File: config.mk
export PLATFORM = sky130hd
export DESIGN_NAME = integration_arbiter
export DESIGN_NICKNAME = d
export VERILOG_FILES = /design/src/rtl/integration_arbiter.sv
export SDC_FILE = /design/constraint.sdc
export NUM_CORES = 1
export LEC_CHECK = 0
export BUFFER_PORTS_ARGS = -buffer_cell sky130_fd_sc_hd__buf_2
export CELL_PAD_IN_SITES_DETAIL_PLACEMENT = 1
export CELL_PAD_IN_SITES_GLOBAL_PLACEMENT = 2
export CORE_MARGIN = 8
export CORE_UTILIZATION = 28
export DETAILED_ROUTE_END_ITERATION = 12
export HOLD_SLACK_MARGIN = 0.02
export PLACE_DENSITY_LB_ADDON = 0.12
export RECOVER_POWER = 50
export SLEW_MARGIN = 15
export SYNTH_ARGS = -nofsm -noshare
export SYNTH_HDL_FRONTEND = slang
export SYNTH_SLANG_ARGS = --single-unit
File: constraint.sdc
create_clock -name csi_clk -period 3.6 [get_ports csi_clk]
set_clock_uncertainty 0.2 [all_clocks]
set_input_delay 0.18 -clock csi_clk [delete_from_list [all_inputs] [get_ports csi_clk]]
set_output_delay 0.18 -clock csi_clk [all_outputs]
set_load 0.03 [all_outputs]
File: src/rtl/integration_arbiter.sv
// Two-port round-robin arbiter sharing one integration_file slave port.
// One transaction per grant; reads hold the grant until their data is returned.
//
//   state   | meaning
//   IDLE    | arbitrate between requesting ports, latch the winner's command
//   ISSUE   | drive the latched command downstream, accept it on the granted port
//   WAIT    | count down the slave read latency, capture readdata on the last cycle
//   RESP    | present captured read data to the granted port for one cycle
module integration_arbiter #(
  parameter int N      = 32,
  parameter int ADDR_W = 8,
  parameter int RD_LAT = 1
) (
  input  logic              csi_clk,
  input  logic              rsi_rst,
  input  logic [ADDR_W-1:0] avs_p0_address,
  input  logic              avs_p0_write,
  input  logic [N-1:0]      avs_p0_writedata,
  input  logic              avs_p0_read,
  output logic [N-1:0]      avs_p0_readdata,
  output logic              avs_p0_readdatavalid,
  output logic              avs_p0_waitrequest,
  input  logic [ADDR_W-1:0] avs_p1_address,
  input  logic              avs_p1_write,
  input  logic [N-1:0]      avs_p1_writedata,
  input  logic              avs_p1_read,
  output logic [N-1:0]      avs_p1_readdata,
  output logic              avs_p1_readdatavalid,
  output logic              avs_p1_waitrequest,
  output logic [ADDR_W-1:0] avm_address,
  output logic              avm_write,
  output logic [N-1:0]      avm_writedata,
  output logic              avm_read,
  input  logic [N-1:0]      avm_readdata
);

  localparam logic [1:0] S_IDLE  = 2'd0;
  localparam logic [1:0] S_ISSUE = 2'd1;
  localparam logic [1:0] S_WAIT  = 2'd2;
  localparam logic [1:0] S_RESP  = 2'd3;

  localparam int CNT_W = (RD_LAT < 2) ? 1 : $clog2(RD_LAT + 1);

  logic [1:0]        state;
  logic              last_grant;
  logic              gnt;
  logic              op_write;
  logic [ADDR_W-1:0] addr_q;
  logic [N-1:0]      wdata_q;
  logic [CNT_W-1:0]  cnt;
  logic              req0;
  logic              req1;
  logic              pick;

  assign req0 = avs_p0_read | avs_p0_write;
  assign req1 = avs_p1_read | avs_p1_write;

  // Under contention the port that did not win last time goes next.
  always_comb begin
    pick = req1;
    if (req0 && req1) pick = ~last_grant;
  end

  always_ff @(posedge csi_clk or posedge rsi_rst) begin
    if (rsi_rst) begin
      state           <= S_IDLE;
      last_grant      <= 1'b1;
      gnt             <= 1'b0;
      op_write        <= 1'b0;
      addr_q          <= '0;
      wdata_q         <= '0;
      cnt             <= '0;
      avs_p0_readdata <= '0;
      avs_p1_readdata <= '0;
    end else begin
      case (state)
        S_IDLE: begin
          if (req0 || req1) begin
            gnt        <= pick;
            last_grant <= pick;
            addr_q     <= pick ? avs_p1_address   : avs_p0_address;
            wdata_q    <= pick ? avs_p1_writedata : avs_p0_writedata;
            op_write   <= pick ? avs_p1_write     : avs_p0_write;
            state      <= S_ISSUE;
          end
        end
        S_ISSUE: begin
          if (op_write) begin
            state <= S_IDLE;
          end else begin
            cnt   <= CNT_W'(RD_LAT);
            state <= S_WAIT;
          end
        end
        S_WAIT: begin
          if (cnt == CNT_W'(1)) begin
            if (gnt) avs_p1_readdata <= avm_readdata;
            else     avs_p0_readdata <= avm_readdata;
            state <= S_RESP;
          end else begin
            cnt <= cnt - CNT_W'(1);
          end
        end
        S_RESP:  state <= S_IDLE;
        default: state <= S_IDLE;
      endcase
    end
  end

  assign avm_address          = addr_q;
  assign avm_writedata        = wdata_q;
  assign avm_write            = (state == S_ISSUE) &&  op_write;
  assign avm_read             = (state == S_ISSUE) && !op_write;
  assign avs_p0_waitrequest   = !((state == S_ISSUE) && !gnt);
  assign avs_p1_waitrequest   = !((state == S_ISSUE) &&  gnt);
  assign avs_p0_readdatavalid = (state == S_RESP) && !gnt;
  assign avs_p1_readdatavalid = (state == S_RESP) &&  gnt;

endmodule

==> results of run 1 <==
==> cell type report <==
cell class / instances / area (um^2)
clock inverter: 6 / 77.6
antenna: 1 / 2.50
timing repair buffer: 347 / 2220
fill: 1956 / 9570
clock buffer: 10 / 239
sequential: 110 / 2750
tap: 225 / 282
multi-input combinational: 255 / 1900
inverter: 1 / 3.75
==> worst paths after layout <==
path                                      from             endpoint  slack, ns  depth (start not counted)
max                                avs_p0_read    avm_writedata[27]       0.75                          7
min                               avs_p1_write             op_write       0.05                          3
max reg2reg                         last_grant    avm_writedata[27]       0.84                          5
min reg2reg                avs_p1_readdata[31]  avs_p1_readdata[31]       0.31                          1
max in group asynchronous              rsi_rst  avs_p0_readdata[21]       1.13                          3
min in group asynchronous              rsi_rst       avm_address[4]       0.88                          3
==> power groups by stage <==
stage / combinational (W) / clock (W) / sequential [W]
2_1_floorplan: 0.00134 / 0 / 0.00341
3_3_place_gp: 0.00356 / 0 / 0.00227
3_5_place_dp: 0.00362 / 0 / 0.00229
4_1_cts: 0.00414 / 0.00110 / 0.00227
5_1_grt: 0.00424 / 0.00114 / 0.00237
6_report: 0.00393 / 0.00105 / 0.00228
==> flip-flops by register name (all words and copies together) (netlist names), named ones only <==
| signal | flops |
|---|---|
| last_grant | 1 |
| avs_p0_readdata | 32 |
| op_write | 1 |
| gnt | 1 |
| cnt | 1 |
| avs_p1_readdata | 32 |
| avm_writedata | 32 |
| avm_address | 8 |
| state | 1 |
==> timing repair <==
item	CTS	global route
resized for setup	0	0
hold buffers	114	0
buffers inserted	0	0
setup endpoints to repair	0	0
endpoints found under the hold margin	154	0
==> cells by family (layout without fill, tap and decap cells) <==
group           Yosys count  count (layout)
other cells               0               1
flops                   110             110
simple gates             63              63
mux                      66              66
compound gates          126             126
buf+inv                  38             364
==> routing by layer <==
metal	GRT usage, %	vias up	share of wire [%]
met5	0	-	0
met4	5.92	0	2.2
met3	4.80	24	6.3
met2	26.5	150	48
met1	18.6	2220	44
li1	-	2123	-
==> cells in the mapped netlist <==
cell,count
nand2_1,4
o21ai_0,41
nand4b_1,1
inv_1,1
or4_4,1
or2_2,1
clkbuf_1,28
o21ai_1,1
nor2_1,6
and3_1,1
a31o_2,1
buf_2,3
buf_6,6
nor2b_1,1
a21oi_1,40
and2_4,1
mux2_2,64
nand2b_1,4
a21boi_0,1
and2_1,1
dfstp_2,1
a31oi_1,40
a21o_1,1
mux2_4,2
dfrtp_1,109
o21a_1,1
nand3b_1,42
==> worst register-to-register path, cell delays in order (launching register included) <==
cell,delay [ns]
dfstp_2,0.59
o21a_1,0.61
buf_4,0.36
o21ai_0,0.14
a31oi_1,0.23
dlygate4sd3_1,0.57
==> per-stage QoR <==
step	worst slack, ns	instance area, um^2	total power [W]
floorplan	0.319	4820	0.00475
global placement	1.36	6130	0.00583
detailed placement	1.30	6160	0.00591
CTS	0.807	7610	0.00751
global route	0.630	7480	0.00775
finish	0.753	7480	0.00726
==> run_results.csv, run 1 <==
group,metric,value,unit
status,status,"finished with violations",
timing,drv_slew,51,
layout,final_common_cell,"buf_2",
global_route,grt_usage,15.8,%
synthesis,ys_ff_latch,110,
timing,worstMarginPinSlew,2.06,ns
global_route,grt_remaining_overflow,0,
pwr,p_int,0.00392,W
synthesis,syn_inst,403,
synthesis,yosys.area.top_type_share,56.6,%
layout,final_cells,955,
status,violations,"max-capacitance violations, max-slew violations",
synthesis,yosys.area_share.simple,8.96,%
synthesis,synth_top_area_cell,"dfrtp_1",
die,dieArea,21700,um^2
clock_tree,cts_max_level,3,
timing,fmax,0.351,GHz
routing,num_vias,4517,
die,die_x,147,um
synthesis,yosys_warnings,0,
run,maxCapViolations,1,
worst_setup_path,critPathKind,"input port to flop",
placed_design,hpwl,11600,um
timing,period_needed,2.85,ns
pwr,seq_power_share,31.4,%
timing,hold_viol_final,0,
pwr,power.density,971,nW/um^2
timing,setup_viol,0,
layout,drive_gt1_share,30.2,%
worst_setup_path,arrival,2.93,ns
synthesis,synth_mux_area_share,15.6,%
global_route,first_global_vias,5172,
timing,slew_headroom,-37.5,%
routing,routed_wl,17100,um
clock_tree,clkTransAtPathRegs,0.08,ns
die,die_h,147,um
die,initial_core_util,28.3,%
synthesis,syn_nets,521,
clock_tree,cts-root-buf,"clkbuf_16",
synthesis,synth_area_leaders,"dfrtp_1 57%, mux2_2 15%, nand3b_1 6.5%",
synthesis,synth_top_family_by_area,"multiplexers",
pwr,sw_frac_of_total,46.0,%
worst_setup_path,cp_max_fo,21,
worst_setup_path,cp_num_buf_inv,4,
routing,drtPass1Iterations,4,
routing,detail_route.wl_per_cell,17.9,um
routing,antenna_left,0,
synthesis,avgSynthCellArea,12.0,um^2
synthesis,synth_xor_area_share,0,%
worst_setup_path,required,3.69,ns
layout,post-route-util,43.9,%
clock_tree,clock_sinks,110,
worst_setup_path,cp-start-kind,"input port",
timing,setup-tns-final,0,ns
pwr,pwr-share-comb,54.1,%
timing,post-route-period-util,79.1,%
placed_design,gp_congestion,0.694,
worst_setup_path,cp_slowest_cell,"o21ai_2",
routing,routed_via_density,4.73,
synthesis,synth_area,4820,um^2
die,core_area,17100,um^2
pwr,p_clk_share,14.4,%
clock_tree,cts_buffers,9,
pwr,irDropWorstVdd,375,uV
clock_tree,worstSkewPairLatency,0.34,ns
die,io_pins,228,
layout,syn2layout_area_growth,55.3,%
pwr,power.leakage,3.10,nW
worst_setup_path,endpoint_kind,"flop",
worst_setup_path,cp_top_family,"buffers and inverters",
synthesis,ys_seq_area_share,57.1,%
worst_setup_path,worstPathCellList,"dlygate4sd3_1 -> buf_2 -> o21ai_2 -> buf_4 -> nand3b_1 -> a31oi_1 -> dlygate4sd3_1",
placed_design,io_buffers,227,
global_route,grt_pass1_wl,27600,um
timing,fin_hold_ws,0.0482,ns
synthesis,synth.distinct_cells,27,
clock_tree,cts_tree,"yes",
die,fp-row-count,48,
routing,drc,0,
layout,layout_common_cells,"123 x buf_2, 114 x dlygate4sd3_1, 109 x dfrtp_1",
timing,rsz0062_at_grt,"false",
worst_setup_path,max_stage_delay,0.77,ns
synthesis,synth_compound_area_share,14.4,%
worst_setup_path,critPathMostFrequentCell,"dlygate4sd3_1",
routing,drtIter0Drc,130,
global_route,grt_start_max_net_pins,61,
clock_tree,ctsLongestPathBuffers,2,
placed_design,place_inst,824,
pwr,p_sw,0.00334,W
layout,nets,842,
min_path,hp-class,"input port to flop",
synthesis,yosys.area_share.adder,0,%
global_route,antenna_found_initial,1,
No activity file was read; power rests on OpenSTA's default activity.
==> inputs of run 2 (changes only) <==
Settings changed: ABC_AREA set to 1, CORE_UTILIZATION 28 to 25.
Clock period 3.6 ns to 2.85 ns, I/O delays scaled along.
==> run_results.csv, run 2 <==
group,metric,value,unit
status,status,"finished with violations",
status,violations,"max-capacitance violations, max-slew violations",
die,die_h,156,um
routing,drtIter0Drc,173,
synthesis,ys_seq_area_share,56.1,%
routing,antenna_left,0,
routing,detail_route.wl_per_cell,15.4,um
clock_tree,ctsLongestPathBuffers,2,
timing,worstMarginPinSlew,1.54,ns
clock_tree,clock_sinks,110,
synthesis,yosys.area.top_type_share,55.6,%
clock_tree,clkTransAtPathRegs,0.08,ns
layout,nFillCells,2458,
layout,final_common_cell,"nand2_1",
pwr,total_power,0.00870,W
synthesis,syn_inst,579,
pwr,irDropWorstVdd,432,uV
routing,routed_via_density,4.24,
worst_setup_path,max_stage_delay,0.57,ns
synthesis,yosys_warnings,0,
worst_setup_path,endpoint,"op_write",
placed_design,io_buffers,227,
clock_tree,postCtsSetupBuffers,0,
worst_setup_path,endpoint_kind,"flop",
synthesis,syn_nets,697,
worst_setup_path,worstRegToRegCells,7,
placed_design,pre_cts_ws,0.826,ns
worst_setup_path,worstPathCellList,"dlygate4sd3_1 -> buf_2 -> nor2_2 -> inv_2 -> nand2_1 -> buf_4 -> nand2_1 -> nand2_1 -> dlygate4sd3_1 -> nand2_1 -> nand2_1",
timing,setup_ws,0.487,ns
global_route,grt_start_max_net_pins,111,
layout,fin_area,7610,um^2
global_route,grt_usage,15.0,%
synthesis,synth.most_common_cell,"nand2_1",
synthesis,synth.distinct_cells,22,
placed_design,gp_congestion,0.733,
timing,setup-tns-final,0,ns
clock_tree,cts_max_level,3,
timing,drv_slew,111,
clock_tree,cts_buffers,9,
synthesis,synth_flop_cell,"dfrtp_1",
worst_setup_path,critPathKind,"input port to flop",
timing,post-route-period-util,82.9,%
die,io_pins,228,
routing,routed_wl,18100,um
worst_setup_path,timing.rr.start,"state[0]",
synthesis,synth_top_area_cell,"dfrtp_1",
clock_tree,post_cts_resize_count,0,
synthesis,synthTopCellsByCount,"197 x nand2_1, 109 x dfrtp_1, 75 x inv_1, 53 x o21ai_0, 43 x nand3_1",
global_route,antenna_found_initial,1,
die,dieArea,24400,um^2
pwr,power.leakage,3.88,nW
synthesis,synth_area_leaders,"dfrtp_1 56%, nand2_1 15%, nand3b_1 6.1%",
global_route,first_global_vias,5658,
worst_setup_path,startpoint,"avs_p1_write",
die,initial_core_util,25.3,%
placed_design,hpwl,12300,um
layout,nets,1026,
timing,hold_viol_final,0,
run,maxCapViolations,1,
layout,drive_gt1_share,20.4,%
timing,rsz0062_at_grt,"false",
timing,period_needed,2.36,ns
pwr,power.density,1140,nW/um^2
synthesis,avgSynthCellArea,8.48,um^2
global_route,grt_pass1_wl,29400,um
synthesis,synth_edf_count,0,
min_path,hp-class,"flop to flop",
clock_tree,cts_tree,"yes",
placed_design,postPlaceCellArea,6290,um^2
worst_setup_path,required,2.93,ns
clock_tree,cts_hold_buf,115,
synthesis,synthArstFlopShare,100,%
timing,setup_viol,0,
routing,drtPass1Iterations,4,
worst_setup_path,cp_max_fo,41,
routing,num_vias,4989,
worst_setup_path,cp_slowest_cell,"dlygate4sd3_1",
die,fp-row-count,51,
worst_setup_path,arrival,2.45,ns
worst_setup_path,cp-start-kind,"input port",
worst_setup_path,critPathMostFrequentCell,"nand2_1",
worst_setup_path,regToRegSetupSlack,0.57,ns
die,core_area,19400,um^2
worst_setup_path,reg2reg_to,"avm_writedata[23]",
clock_tree,worstSkewPairLatency,0.34,ns
clock_tree,cts-root-buf,"clkbuf_16",
timing,fmax,0.423,GHz
die,die_x,156,um
layout,syn2layout_area_growth,55.0,%
timing,slew_headroom,-2.65,%
routing,drc,0,
synthesis,synth_area,4910,um^2
synthesis,ys_ff_latch,110,
layout,layout_common_cells,"197 x nand2_1, 151 x buf_2, 115 x dlygate4sd3_1",
global_route,grt_remaining_overflow,0,
-- run 2: how the worst min path moves through the flow --
| stage | from | to | slack, ns | cells past startpoint |
|---|---|---|---|---|
| after floorplan | avm_readdata[30] | avs_p0_readdata[30] | 0.09 | 2 |
| after CTS | avs_p0_write | last_grant | 0.27 | 5 |
| after global placement | rsi_rst | avm_writedata[27] | 0.17 | 3 |
| after detailed placement | rsi_rst | avm_writedata[27] | 0.17 | 3 |
| final | avm_writedata[8] | avm_writedata[8] | 0.29 | 2 |
| after global routing | avm_writedata[9] | avm_writedata[9] | 0.31 | 2 |
-- run 2: worst max-delay path: cells and delay by family --
family        cells  cell delay [ns]
simple gates      6             0.55
buf+inv           5             1.74
-- run 2: metrics by stage --
| stage | cells | hold WS [ns] | utilization, % |
|---|---|---|---|
| after floorplan | 579 | 0.0909 | - |
| after global placement | 1047 | 0.171 | 32.4 |
| after detailed placement | 1047 | 0.174 | 32.4 |
| after CTS | 1177 | 0.272 | 39.8 |
| after global routing | 1178 | 0.305 | 39.2 |
| final | 1178 | 0.285 | 39.2 |
-- run 2: layout make-up --
class	count	area [um^2]	share of cell area, %
Timing Repair Buffer	350	2260	29.8
Antenna cell	1	2.50	0.0329
Inverter	79	300	3.95
Clock buffer	9	225	2.96
Clock inverter	6	53.8	0.707
Tap cell	265	332	4.36
Multi-Input combinational cell	358	1680	22.0
Sequential cell	110	2750	36.2
-- run 2: cell families (layout without fill, tap and decap cells) --
family          after synthesis  count (layout)  share of synthesized area, %
simple gates                291             291                          27.0
buf+inv                     111             444                          9.76
flops                       110             110                          56.1
compound gates               67              67                          7.14
other cells                   0               1                             0
-- run 2: metal layers --
metal | vias to the layer above | track usage [%] | wire (um)
li1 | 2452 | - | -
met1 | 2358 | 17.3 | 7670
met2 | 153 | 24.8 | 8360
met3 | 26 | 5.68 | 1610
met4 | 0 | 5.90 | 447
met5 | - | 0 | 0
-- run 2: where the power goes --
group	leakage (nW)	switching (W)	total, W	internal, W
Clock	0.134	0.000609	0.00121	0.000605
Sequential	1.33	0.000459	0.00282	0.00236
Combinational	2.41	0.00327	0.00467	0.00139
Total	3.88	0.00434	0.00870	0.00436
==> inputs of run 3 (changes only) <==
Clock period 2.85 ns to 2.2 ns, I/O delays scaled along.
==> run_results.csv, run 3 (same netlist as run 2, synthesis figures left out) <==
group,metric,value,unit
status,status,"completed",
placed_design,io_buffers,227,
layout,nFillCells,2368,
layout,drive_gt1_share,22.0,%
worst_setup_path,startpoint,"avs_p0_write",
clock_tree,cts-root-buf,"clkbuf_16",
timing,post-route-period-util,89.4,%
die,die_x,156,um
clock_tree,cts_tree,"yes",
placed_design,gp_congestion,0.746,
pwr,irDropWorstVdd,544,uV
timing,period_needed,1.97,ns
clock_tree,clkTransAtPathRegs,0.07,ns
routing,drtPass1Iterations,4,
pwr,power.density,1450,nW/um^2
timing,fmax,0.509,GHz
min_path,worstHoldEndpoint,"last_grant",
pwr,total_power,0.0111,W
routing,antenna_left,0,
timing,worstMarginPinSlew,1.08,ns
die,initial_core_util,25.3,%
layout,layout_common_cells,"197 x nand2_1, 163 x buf_2, 115 x dlygate4sd3_1",
layout,syn2layout_area_growth,56.6,%
worst_setup_path,required,2.25,ns
worst_setup_path,critPathKind,"input port to flop",
clock_tree,ctsLongestPathBuffers,2,
global_route,grt_start_max_net_pins,111,
die,io_pins,228,
timing,setup_viol,0,
clock_tree,cts_max_level,3,
worst_setup_path,timing.rr.start,"state[0]",
worst_setup_path,regToRegSetupSlack,0.36,ns
routing,num_vias,5008,
worst_setup_path,reg2reg_to,"gnt",
layout,final_common_cell,"nand2_1",
worst_setup_path,worstRegToRegCells,6,
pwr,power.leakage,4.02,nW
timing,slew_headroom,28.3,%
routing,routed_wl,19400,um
routing,detail_route.wl_per_cell,16.4,um
min_path,hp-class,"input port to flop",
die,fp-row-count,51,
global_route,antenna_found_initial,0,
routing,routed_via_density,4.24,
clock_tree,worstSkewPairLatency,0.35,ns
routing,drtIter0Drc,209,
worst_setup_path,cp_max_fo,31,
global_route,grt_pass1_wl,31300,um
global_route,grt_usage,16.2,%
die,dieArea,24400,um^2
run,maxCapViolations,0,
clock_tree,cts_buffers,9,
clock_tree,clock_sinks,110,
worst_setup_path,cp-start-kind,"input port",
die,die_h,156,um
placed_design,hpwl,12900,um
timing,setup-tns-final,0,ns
timing,hold_viol_final,0,
min_path,hold_start,"avs_p0_read",
timing,rsz0062_at_grt,"false",
layout,nets,1028,
die,core_area,19400,um^2
worst_setup_path,endpoint_kind,"flop",
worst_setup_path,arrival,2.01,ns
routing,drc,0,
min_path,whs_path_depth,4,
clock_tree,postCtsSetupBuffers,0,
global_route,grt_remaining_overflow,0,
global_route,first_global_vias,5727,
timing,drv_slew,0,
## run 3: changes by cell type in the layout (fill, tap and decap cells not counted), sizes merged
cell	previous run	this run
bufinv	0	1
clkinvlp	2	1
diode	1	2
buf	158	173
clkbuf	86	73
## run 3: metrics by stage
| step | hold WS, ns | instance area, um^2 | instances | util (%) | worst slack [ns] |
|---|---|---|---|---|---|
| 3_5_place_dp | 0.143 | 6320 | 1049 | 32.6 | 0.336 |
| 6_report | 0.108 | 7690 | 1181 | 39.6 | 0.234 |
| 3_3_place_gp | 0.144 | 6320 | 1049 | 32.6 | 0.362 |
| 5_1_grt | 0.147 | 7680 | 1179 | 39.6 | 0.0481 |
| 4_1_cts | 0.105 | 7770 | 1179 | 40.1 | 0.188 |
| 2_1_floorplan | 0.0584 | 4910 | 579 | - | 0.561 |
## run 3: timing repair
| action | 4_1_cts | 5_1_grt |
|---|---|---|
| resized for setup | 0 | 0 |
| hold buffers | 115 | 0 |
| hold endpoints to repair | 214 | 0 |
## run 3: routing by layer
| layer | track usage (%) | vias to the layer above | part of all wire (%) |
|---|---|---|---|
| li1 | - | 2458 | - |
| met1 | 19.0 | 2359 | 42 |
| met2 | 26.5 | 158 | 47 |
| met3 | 6.43 | 33 | 9.0 |
| met4 | 6.04 | 0 | 2.3 |
| met5 | 0 | - | 0 |
## run 3: worst max-delay path by stage
stage / to / slack [ns] / depth (start not counted)
after floorplan: async pin / 0.56 / 1
after global placement: op_write / 0.36 / 8
after detailed placement: gnt / 0.34 / 6
after CTS: op_write / 0.19 / 9
after global routing: op_write / 0.05 / 9
final: op_write / 0.23 / 9
## run 3: critical path, cell delays in order
cell and delay [ns]:
dlygate4sd3_1 0.54, buf_2 0.15, o21ai_4 0.52, nand2_1 0.14
buf_4 0.29, nand2_1 0.09, nand2_1 0.05, nand2_1 0.05
nand2_1 0.05
## run 3: area by class of cell
cell class	instances	area, um^2	share of cell area (%)
Antenna cell	2	5.00	0.0651
Tap cell	265	332	4.31
Inverter	79	300	3.90
Multi-Input combinational cell	358	1680	21.9
Timing Repair Buffer	352	2310	30.1
Sequential cell	110	2750	35.8
Clock buffer	9	225	2.93
Clock inverter	6	78.8	1.03
## run 3: report_power, final
part / total (W) / switching (W) / internal, W
sequential: 0.00367 / 0.000619 / 0.00305
clock: 0.00173 / 0.000822 / 0.000904
combinational: 0.00573 / 0.00418 / 0.00155
total: 0.0111 / 0.00562 / 0.00551
